File: src/rtl/pe_group_instruction.sv
// Group of NUM_PE signed multiply-accumulate elements driven by a single-strobe
// command interface; RUN walks the PEs in index order through one shared multiplier.
module pe_group_instruction #(
    parameter int NUM_PE = 4,
    parameter int DATA_W = 16,
    parameter int ACC_W  = 32
) (
    input  logic        clk,
    input  logic        reset,
    input  logic        clk_en,
    input  logic        start,
    input  logic [2:0]  n,
    input  logic [31:0] dataa,
    input  logic [31:0] datab,
    output logic [31:0] result,
    output logic        done
);

    typedef enum logic [1:0] {IDLE, MAC, RESP} state_t;
    typedef enum logic [2:0] {
        OP_CLEAR, OP_LOAD_W, OP_SET_BIAS, OP_RUN, OP_READ, OP_STATUS, OP_RSVD6, OP_RSVD7
    } op_t;

    localparam logic signed [ACC_W-1:0] ACC_MAX = {1'b0, {(ACC_W-1){1'b1}}};
    localparam logic signed [ACC_W-1:0] ACC_MIN = {1'b1, {(ACC_W-1){1'b0}}};

    state_t state, state_next;
    op_t    op;

    logic signed [DATA_W-1:0]   weight [NUM_PE];
    logic signed [ACC_W-1:0]    acc    [NUM_PE];
    logic        [NUM_PE-1:0]   ovf;
    logic signed [DATA_W-1:0]   x_reg;
    logic        [2:0]          pe_cnt;

    logic                       accept;
    logic                       last_pe;
    logic signed [DATA_W-1:0]   weight_sel;
    logic signed [ACC_W-1:0]    acc_sel;
    logic signed [2*DATA_W-1:0] prod;
    logic signed [ACC_W-1:0]    prod_ext;
    logic        [ACC_W:0]      sum;
    logic                       sum_ovf;
    logic signed [ACC_W-1:0]    sum_sat;

    assign op      = op_t'(n);
    assign accept  = clk_en && start && (state == IDLE);
    assign last_pe = (pe_cnt == 3'(NUM_PE - 1));
    assign done    = (state == RESP);

    always_ff @(posedge clk or negedge reset) begin
        if (!reset) begin
            state <= IDLE;
        end else if (clk_en) begin
            state <= state_next;
        end
    end

    always_comb begin
        state_next = state;
        case (state)
            IDLE:    if (start) state_next = (op == OP_RUN) ? MAC : RESP;
            MAC:     if (last_pe) state_next = RESP;
            RESP:    state_next = IDLE;
            default: state_next = IDLE;
        endcase
    end

    // Shared MAC: select the PE addressed by pe_cnt, add with one guard bit, saturate.
    always_comb begin
        weight_sel = '0;
        acc_sel    = '0;
        for (int unsigned i = 0; i < NUM_PE; i++) begin
            if (pe_cnt == 3'(i)) begin
                weight_sel = weight[i];
                acc_sel    = acc[i];
            end
        end
        prod     = (2*DATA_W)'(weight_sel) * (2*DATA_W)'(x_reg);
        prod_ext = ACC_W'(prod);
        sum      = {acc_sel[ACC_W-1], acc_sel} + {prod_ext[ACC_W-1], prod_ext};
        sum_ovf  = (sum[ACC_W] != sum[ACC_W-1]);
        sum_sat  = sum_ovf ? (sum[ACC_W] ? ACC_MIN : ACC_MAX) : sum[ACC_W-1:0];
    end

    always_ff @(posedge clk or negedge reset) begin
        if (!reset) begin
            for (int unsigned i = 0; i < NUM_PE; i++) begin
                weight[i] <= '0;
                acc[i]    <= '0;
            end
            ovf    <= '0;
            x_reg  <= '0;
            pe_cnt <= '0;
            result <= '0;
        end else if (clk_en) begin
            if (accept) begin
                case (op)
                    OP_CLEAR: begin
                        for (int unsigned i = 0; i < NUM_PE; i++) acc[i] <= '0;
                        ovf    <= '0;
                        result <= '0;
                    end
                    OP_LOAD_W: begin
                        for (int unsigned i = 0; i < NUM_PE; i++)
                            if (datab == 32'(i)) weight[i] <= dataa[DATA_W-1:0];
                        result <= '0;
                    end
                    OP_SET_BIAS: begin
                        for (int unsigned i = 0; i < NUM_PE; i++)
                            if (datab == 32'(i)) acc[i] <= dataa[ACC_W-1:0];
                        result <= '0;
                    end
                    OP_RUN: begin
                        x_reg  <= dataa[DATA_W-1:0];
                        pe_cnt <= '0;
                    end
                    OP_READ: begin
                        result <= '0;
                        for (int unsigned i = 0; i < NUM_PE; i++)
                            if (datab == 32'(i)) result <= 32'(acc[i]);
                    end
                    OP_STATUS: result <= 32'(ovf);
                    default:   result <= '0;
                endcase
            end
            if (state == MAC) begin
                for (int unsigned i = 0; i < NUM_PE; i++) begin
                    if (pe_cnt == 3'(i)) begin
                        acc[i] <= sum_sat;
                        if (sum_ovf) ovf[i] <= 1'b1;
                    end
                end
                if (last_pe) begin
                    pe_cnt <= '0;
                    result <= '0;
                end else begin
                    pe_cnt <= pe_cnt + 3'd1;
                end
            end
        end
    end

endmodule
File: config.mk
export PLATFORM = sky130hd
export DESIGN_NAME = pe_group_instruction
export DESIGN_NICKNAME = d
export VERILOG_FILES = /design/src/rtl/pe_group_instruction.sv
export SDC_FILE = /design/constraint.sdc
export NUM_CORES = 2
export LEC_CHECK = 0
export ABC_AREA = 1
export CAP_MARGIN = 20
export CORE_MARGIN = 5
export CORE_UTILIZATION = 30
export CTS_CLUSTER_SIZE = 8
export DETAILED_ROUTE_END_ITERATION = 10
export PLACE_DENSITY = 0.42
export SKIP_LAST_GASP = 1
export SYNTH_ARGS = -nofsm -noshare
export SYNTH_HDL_FRONTEND = slang
export SYNTH_SLANG_ARGS = --single-unit
export TNS_END_PERCENT = 30
File: constraint.sdc
create_clock -name clk -period 11.5 [get_ports clk]
set_clock_uncertainty 0.2 [all_clocks]
set_input_delay 3.45 -clock clk [delete_from_list [all_inputs] [get_ports clk]]
set_output_delay 3.45 -clock clk [all_outputs]
set_load 0.01 [all_outputs]
**Word level (Yosys, flattened, before mapping)**

Index checks and enable logic that the tools add are counted.

- Reduce and logical (&&, ||, !) cells: 15
- Mux-type cells: 48
- $add $sub $neg: 2
- $mul: 1
- Equal/unequal tests: 16

Operators with widths:

| kind | number |
|---|---|
| two-way mux 32 bit | 21 |
| two-way mux 128 bit | 2 |
| one-hot mux 128 bit (2 select lines) | 1 |
| one-hot mux 32 bit (3 select lines) | 1 |
| equality test 32 x 2 -> 1 bit, second input constant | 2 |
| two-way mux 16 bit | 4 |
| adder 32 x 32 -> 33 bit | 1 |
| equality test 32 x 1 -> 1 bit, second input constant | 1 |
| zero test 32 bit | 1 |
| multiplier 16 x 16 -> 32 bit | 1 |
| AND reduction 4 bit | 4 |
| equality test 3 x 2 -> 1 bit, second input constant | 4 |
| two-way mux 3 bit | 4 |
| two-way mux 4 bit | 3 |
| AND reduction 3 bit | 3 |
| two-way mux 1 bit | 8 |
| equality test 3 x 1 -> 1 bit, second input constant | 2 |
| equality test 3 bit, second input constant | 2 |
| zero test 3 bit | 2 |
| two-way mux 2 bit | 3 |
| inequality test 2 bit, second input constant | 2 |
| one-hot mux 2 bit (2 select lines) | 1 |
| nonzero test 2 bit | 2 |
| adder 3 x 1 -> 3 bit, second input constant | 1 |
| 5 further kinds | 6 |

- Register bits: 249
- Output and inout port bits: 33

**Longest topological paths before layout**

- Depth after elaboration: 11
- Gate-level depth with buffers: 41

**Worst setup path before layout**

OpenSTA, ideal clock, no wires.

- Kind: register to register
- Start point: register pe_cnt[0]
- End point: register acc[83] (netlist name)
- Data required time: 11,183 ps
- Cell stages (with the launch flop): 38
- Slack: 4,214 ps
- Period minus slack after synthesis: 7,286 ps
- Arrival: 6,969 ps
- Cells stage by stage: dfrtp_1 > inv_1 > ha_1 > nand2_1 > inv_1 > clkbuf_1 > a221oi_1 > o21ai_0 > o21a_1 > buf_2 > nand2_1 > inv_1 > fa_1 > inv_1 > fa_1 > inv_1 > fa_1 > fa_1 > [2 not listed] > fa_1 > inv_1 > ha_1 > nand2_1 > inv_2 > nand2_1 > and2_1 > nand2_1 > a21oi_1 > nand3_1 > nand2_4 > inv_2 > nand2_4 > buf_8 > buf_6 > nand3_1 > nand2_1 > nand2_1

- Longest elaborated chain between the ends: 11

RTL lines:

| what | line | source |
|---|---|---|
| from (decl) | 34 | `logic [2:0] pe_cnt;` |
| from (signal assigned) | 138 | `pe_cnt <= pe_cnt + 3'd1;` |
| zero test 3 bit | 74 | `if (pe_cnt == 3'(i)) begin` |
| two-way mux 16 bit (4 in series) | 74 |  |
| multiplier 16 x 16 -> 32 bit | 79 | `prod = (2*DATA_W)'(weight_sel) * (2*DATA_W)'(x_reg);` |
| adder 32 x 32 -> 33 bit | 81 | `sum = {acc_sel[ACC_W-1], acc_sel} + {prod_ext[ACC_W-1], prod_ext};` |
| two-way mux 32 bit / inequality test 1 bit (equally long branches) | 83, 82 |  |
| two-way mux 32 bit | 83 | `sum_sat = sum_ovf ? (sum[ACC_W] ? ACC_MIN : ACC_MAX) : sum[ACC_W-1:0];` |
| two-way mux 32 bit * | 129 | `if (pe_cnt == 3'(i)) begin` |
| two-way mux 128 bit * | 127 | `if (state == MAC) begin` |
| to (signal, indexed assignment) | 111 | `if (datab == 32'(i)) acc[i] <= dataa[ACC_W-1:0];` |
| to (signal, indexed assignment) | 130 | `acc[i] <= sum_sat;` |
| to (decl) | 31 | `logic signed [ACC_W-1:0] acc [NUM_PE];` |

Every way passes the cells marked *; elsewhere a longest branch is shown, timed or not.
A chain may end at the register's enable or synchronous reset.

**Final worst setup path**

- Start point: register pe_cnt[1]
- End point: register acc[121] (netlist name)

- Longest elaborated chain between the ends: 11

RTL lines:

| what | line |
|---|---|
| zero test 3 bit | 74, 129 |
| two-way mux 16 bit (4 in series) | 74 |
| multiplier 16 x 16 -> 32 bit | 79 |
| adder 32 x 32 -> 33 bit | 81 |
| two-way mux 32 bit / inequality test 1 bit (equally long branches) | 83, 82 |
| two-way mux 32 bit | 83 |
| two-way mux 32 bit * | 129 |
| two-way mux 128 bit * | 127 |

Marked as above.

==> results.txt <==
----------------------------------------------------
[GRT]
  All-layer global routing usage ... 0.228
  First-pass GRT wire length ... 174,000 um
  Via count of the first global-routing pass ... 26,210
  Antenna violations before repair ... 2
  Pin count of the biggest net entering global routing ... 154
  Final global-route overflow total ... 0

[Final layout]
  Largest registers in the final layout ... acc: 128 flops, weight: 64 flops, result: 32 flops
  Number of antenna diodes ... 0
  Commonest non-fill, non-tap cell in the layout ... sky130_fd_sc_hd__nand2_1
  Post-layout net count ... 4,460
  Share of post-route cells with drive strength above 1 ... 0.0428
  Final cell count without fillers ... 5,247
  Area growth syn-to-layout ... 11.6%
  Largest register FFs ... 128
  Commonest non-fill, non-tap cells in the layout ... sky130_fd_sc_hd__nand2_1 (1,314), sky130_fd_sc_hd__inv_1 (599), sky130_fd_sc_hd__fa_1 (299)
  Largest reg by FF count ... acc

[STA]
  Minimum clock period ... 9.30 ns
  Post-route setup slack ... 2.20 ns
  Final hold violation count ... 0
  Worst Max-Slew Pin Slew ... 1.10 ns
  Worst rel slew slack ... 0.267
  RSZ-0062 raised after global routing ... false
  Setup tns final ... 0 ns
  Setup Viol. Count Final ... 0
  Final slew viol count ... 0
  Final worst path period share ... 0.809
  Peak Freq ... 108 MHz

[Floorplanning]
  Chip Height ... 317 um
  Number of top-level pins ... 104
  CORE AREA ... 93,300 um2
  Initial standard-cell utilization of the core ... 0.303
  Placement Rows ... 112
  Die Footprint ... 100,000 um2
  Horiz. Die Dim ... 317 um

[Yosys]
  Net count after synthesis ... 4,473
  Yosys cell types ... 54
  Post-synthesis sequential area ratio ... 0.221
  Post-synth ARST share ... 1.00
  Number of synthesized flops with an enable pin ... 0
  Cell Area, Synth ... 28,200 um2
  Number of standard cells after synthesis ... 3,998
  Avg Cell Area, Syn ... 7.06 um2
  Yosys Warn Count ... 0
  Flops & latches, synth ... 249
  Most frequently used flop master after synthesis ... sky130_fd_sc_hd__dfrtp_1

[Detailed routing]
  Routed via count divided by cell count ... 5.01
  Initial DRC count ... 2,029
  Routed Antenna Nets ... 0
  Routed WL per cell ... 21.9 um
  Total iterations of the first detailed-routing run ... 6
  Sum of routed wire length over all layers ... 115,000 um
  Vias ... 26,273
  Number of remaining DRC errors ... 0

[Hold path]
  Hold-critical path depth ... 2
  Startpoint of the tightest hold check path ... x_reg[10]$_DFFE_PN0P_
  Worst min-delay path endpoint ... x_reg[10]$_DFFE_PN0P_
  Worst min path class ... reg2reg

[Clock network]
  Root buffer cell ... sky130_fd_sc_hd__clkbuf_16
  Number of clock sinks ... 249
  Skew-Pair Late Insertion Delay ... 0.59 ns
  Count of instances resized after the clock tree is built ... 0
  CTS clk-pin slew, worst paths ... 0.05 ns
  Post-CTS Hold Buffers ... 0
  Total clock buffers created by CTS ... 38
  TritonCTS clock tree ... done
  CTS max path bufs ... 3
  Post-CTS setup-driven buffer insertion count ... 0
  Total number of H-tree levels ... 2

[Setup path]
  Maximum fanout encountered on the critical timing path ... 66
  Worst reg2reg endpoint ... acc[121]$_DFFE_PN0P_
  CP Data Required Time ... 11.73 ns
  Internal reg-to-reg setup slack ... 2.20 ns
  Category of the worst setup path launch point ... flip-flop
  Data arrival time of the critical path ... 9.53 ns
  Worst Path Class, Setup ... reg2reg
  Category of the worst setup path capture point ... flip-flop
  Reg2reg path depth ... 34
  Slowest cell delay on critical path ... 0.65 ns
  Reg-to-reg critical path startpoint ... pe_cnt[1]$_DFFE_PN0P_
  Slowest cell on the critical path ... sky130_fd_sc_hd__buf_4

[Place]
  Count of buffers from port buffering ... 103
  Routability-driven placement congestion ratio ... 0.867
  Placed Instances ... 5,198
  DP Worst Slack ... 2.33 ns
  Dpl hpwl ... 80,800 um

[Outcome]
  Run status ... completed

[Flow run]
  Max-capacitance violation count ... 0

----------------------------------------------------
[Yosys cell counts, drive strengths merged, types with 6 or more instances]
cell       n  area (um2)
nand2   1327        5030
inv      624        2340
fa       299        5990
o21ai    296        1500
nor2     266        1030
dfrtp    249        6230
nand3    178         918
a21oi    156         796
clkbuf   139         522
ha       105        1310
a31oi     76         482
buf       65         383
o22ai     52         325
a221oi    46         403
mux2i     21         210
nand4     17         113
xor2      15         131
a41oi     13         114
nor3      12        86.3
xnor2      6        52.6
[critical path, delay by kind of cell, from the launching register on]
kind	cells	cell delay [ns]
AOI/OAI and AO/OA	5	1.04
and+or+nand+nor	12	1.90
buffers and inverters	9	1.92
DFF	1	0.40
adders and majority gates	8	3.58
[cell families (layout without fill, tap and decap cells)]
family	Yosys count	after routing	share of synthesized area
AND/OR/NAND/NOR	1811	1811	0.258
adder cells (fa/ha/maj)	404	404	0.258
XOR/XNOR	21	21	0.00651
flip-flops	249	249	0.221
AO/OA/AOI/OAI	659	659	0.134
buffers and inverters	833	828	0.116
multiplexers	21	21	0.00744
[cell type report]
cell class,instances,area (um2)
clock buffers,43,990
clock inverters,5,115
fillers,10197,61800
inverters,629,2370
multi-input cells,2916,18800
flip-flops and latches,249,6230
well taps,1254,1570
repair buffers,151,1440
[layer usage]
layer	GRT usage	share of wire	vias up
met4	0.0605	0.029	0
met2	0.367	0.45	876
met1	0.324	0.46	12745
li1	-	-	12481
met3	0.0309	0.058	171
met5	0	0	-
[worst max-delay path by stage]
stage | startpoint | slack, ns | endpoint | cells after the start
2_1_floorplan | pe_cnt[0]$_DFFE_PN0P_ | 4.21 | acc[83]$_DFFE_PN0P_ | 37
3_3_place_gp | pe_cnt[1]$_DFFE_PN0P_ | 2.23 | acc[16]$_DFFE_PN0P_ | 34
3_5_place_dp | pe_cnt[1]$_DFFE_PN0P_ | 2.33 | acc[49]$_DFFE_PN0P_ | 34
4_1_cts | pe_cnt[1]$_DFFE_PN0P_ | 2.23 | acc[47]$_DFFE_PN0P_ | 34
5_1_grt | pe_cnt[0]$_DFFE_PN0P_ | 1.68 | acc[51]$_DFFE_PN0P_ | 35
6_report | pe_cnt[1]$_DFFE_PN0P_ | 2.20 | acc[121]$_DFFE_PN0P_ | 34
[stage by stage]
| stage | hold WS (ns) | utilization | area (um2) |
|---|---|---|---|
| floorplan | 0.248 | - | 28200 |
| global placement | 0.265 | 0.326 | 30400 |
| detailed placement | 0.272 | 0.326 | 30400 |
| CTS | 0.288 | 0.338 | 31500 |
| global route | 0.299 | 0.338 | 31500 |
| finish | 0.288 | 0.338 | 31500 |
Power is left out: the tool's default activity adds up to more than one toggle a clock period on the data nets, which glitch-free logic cannot reach.
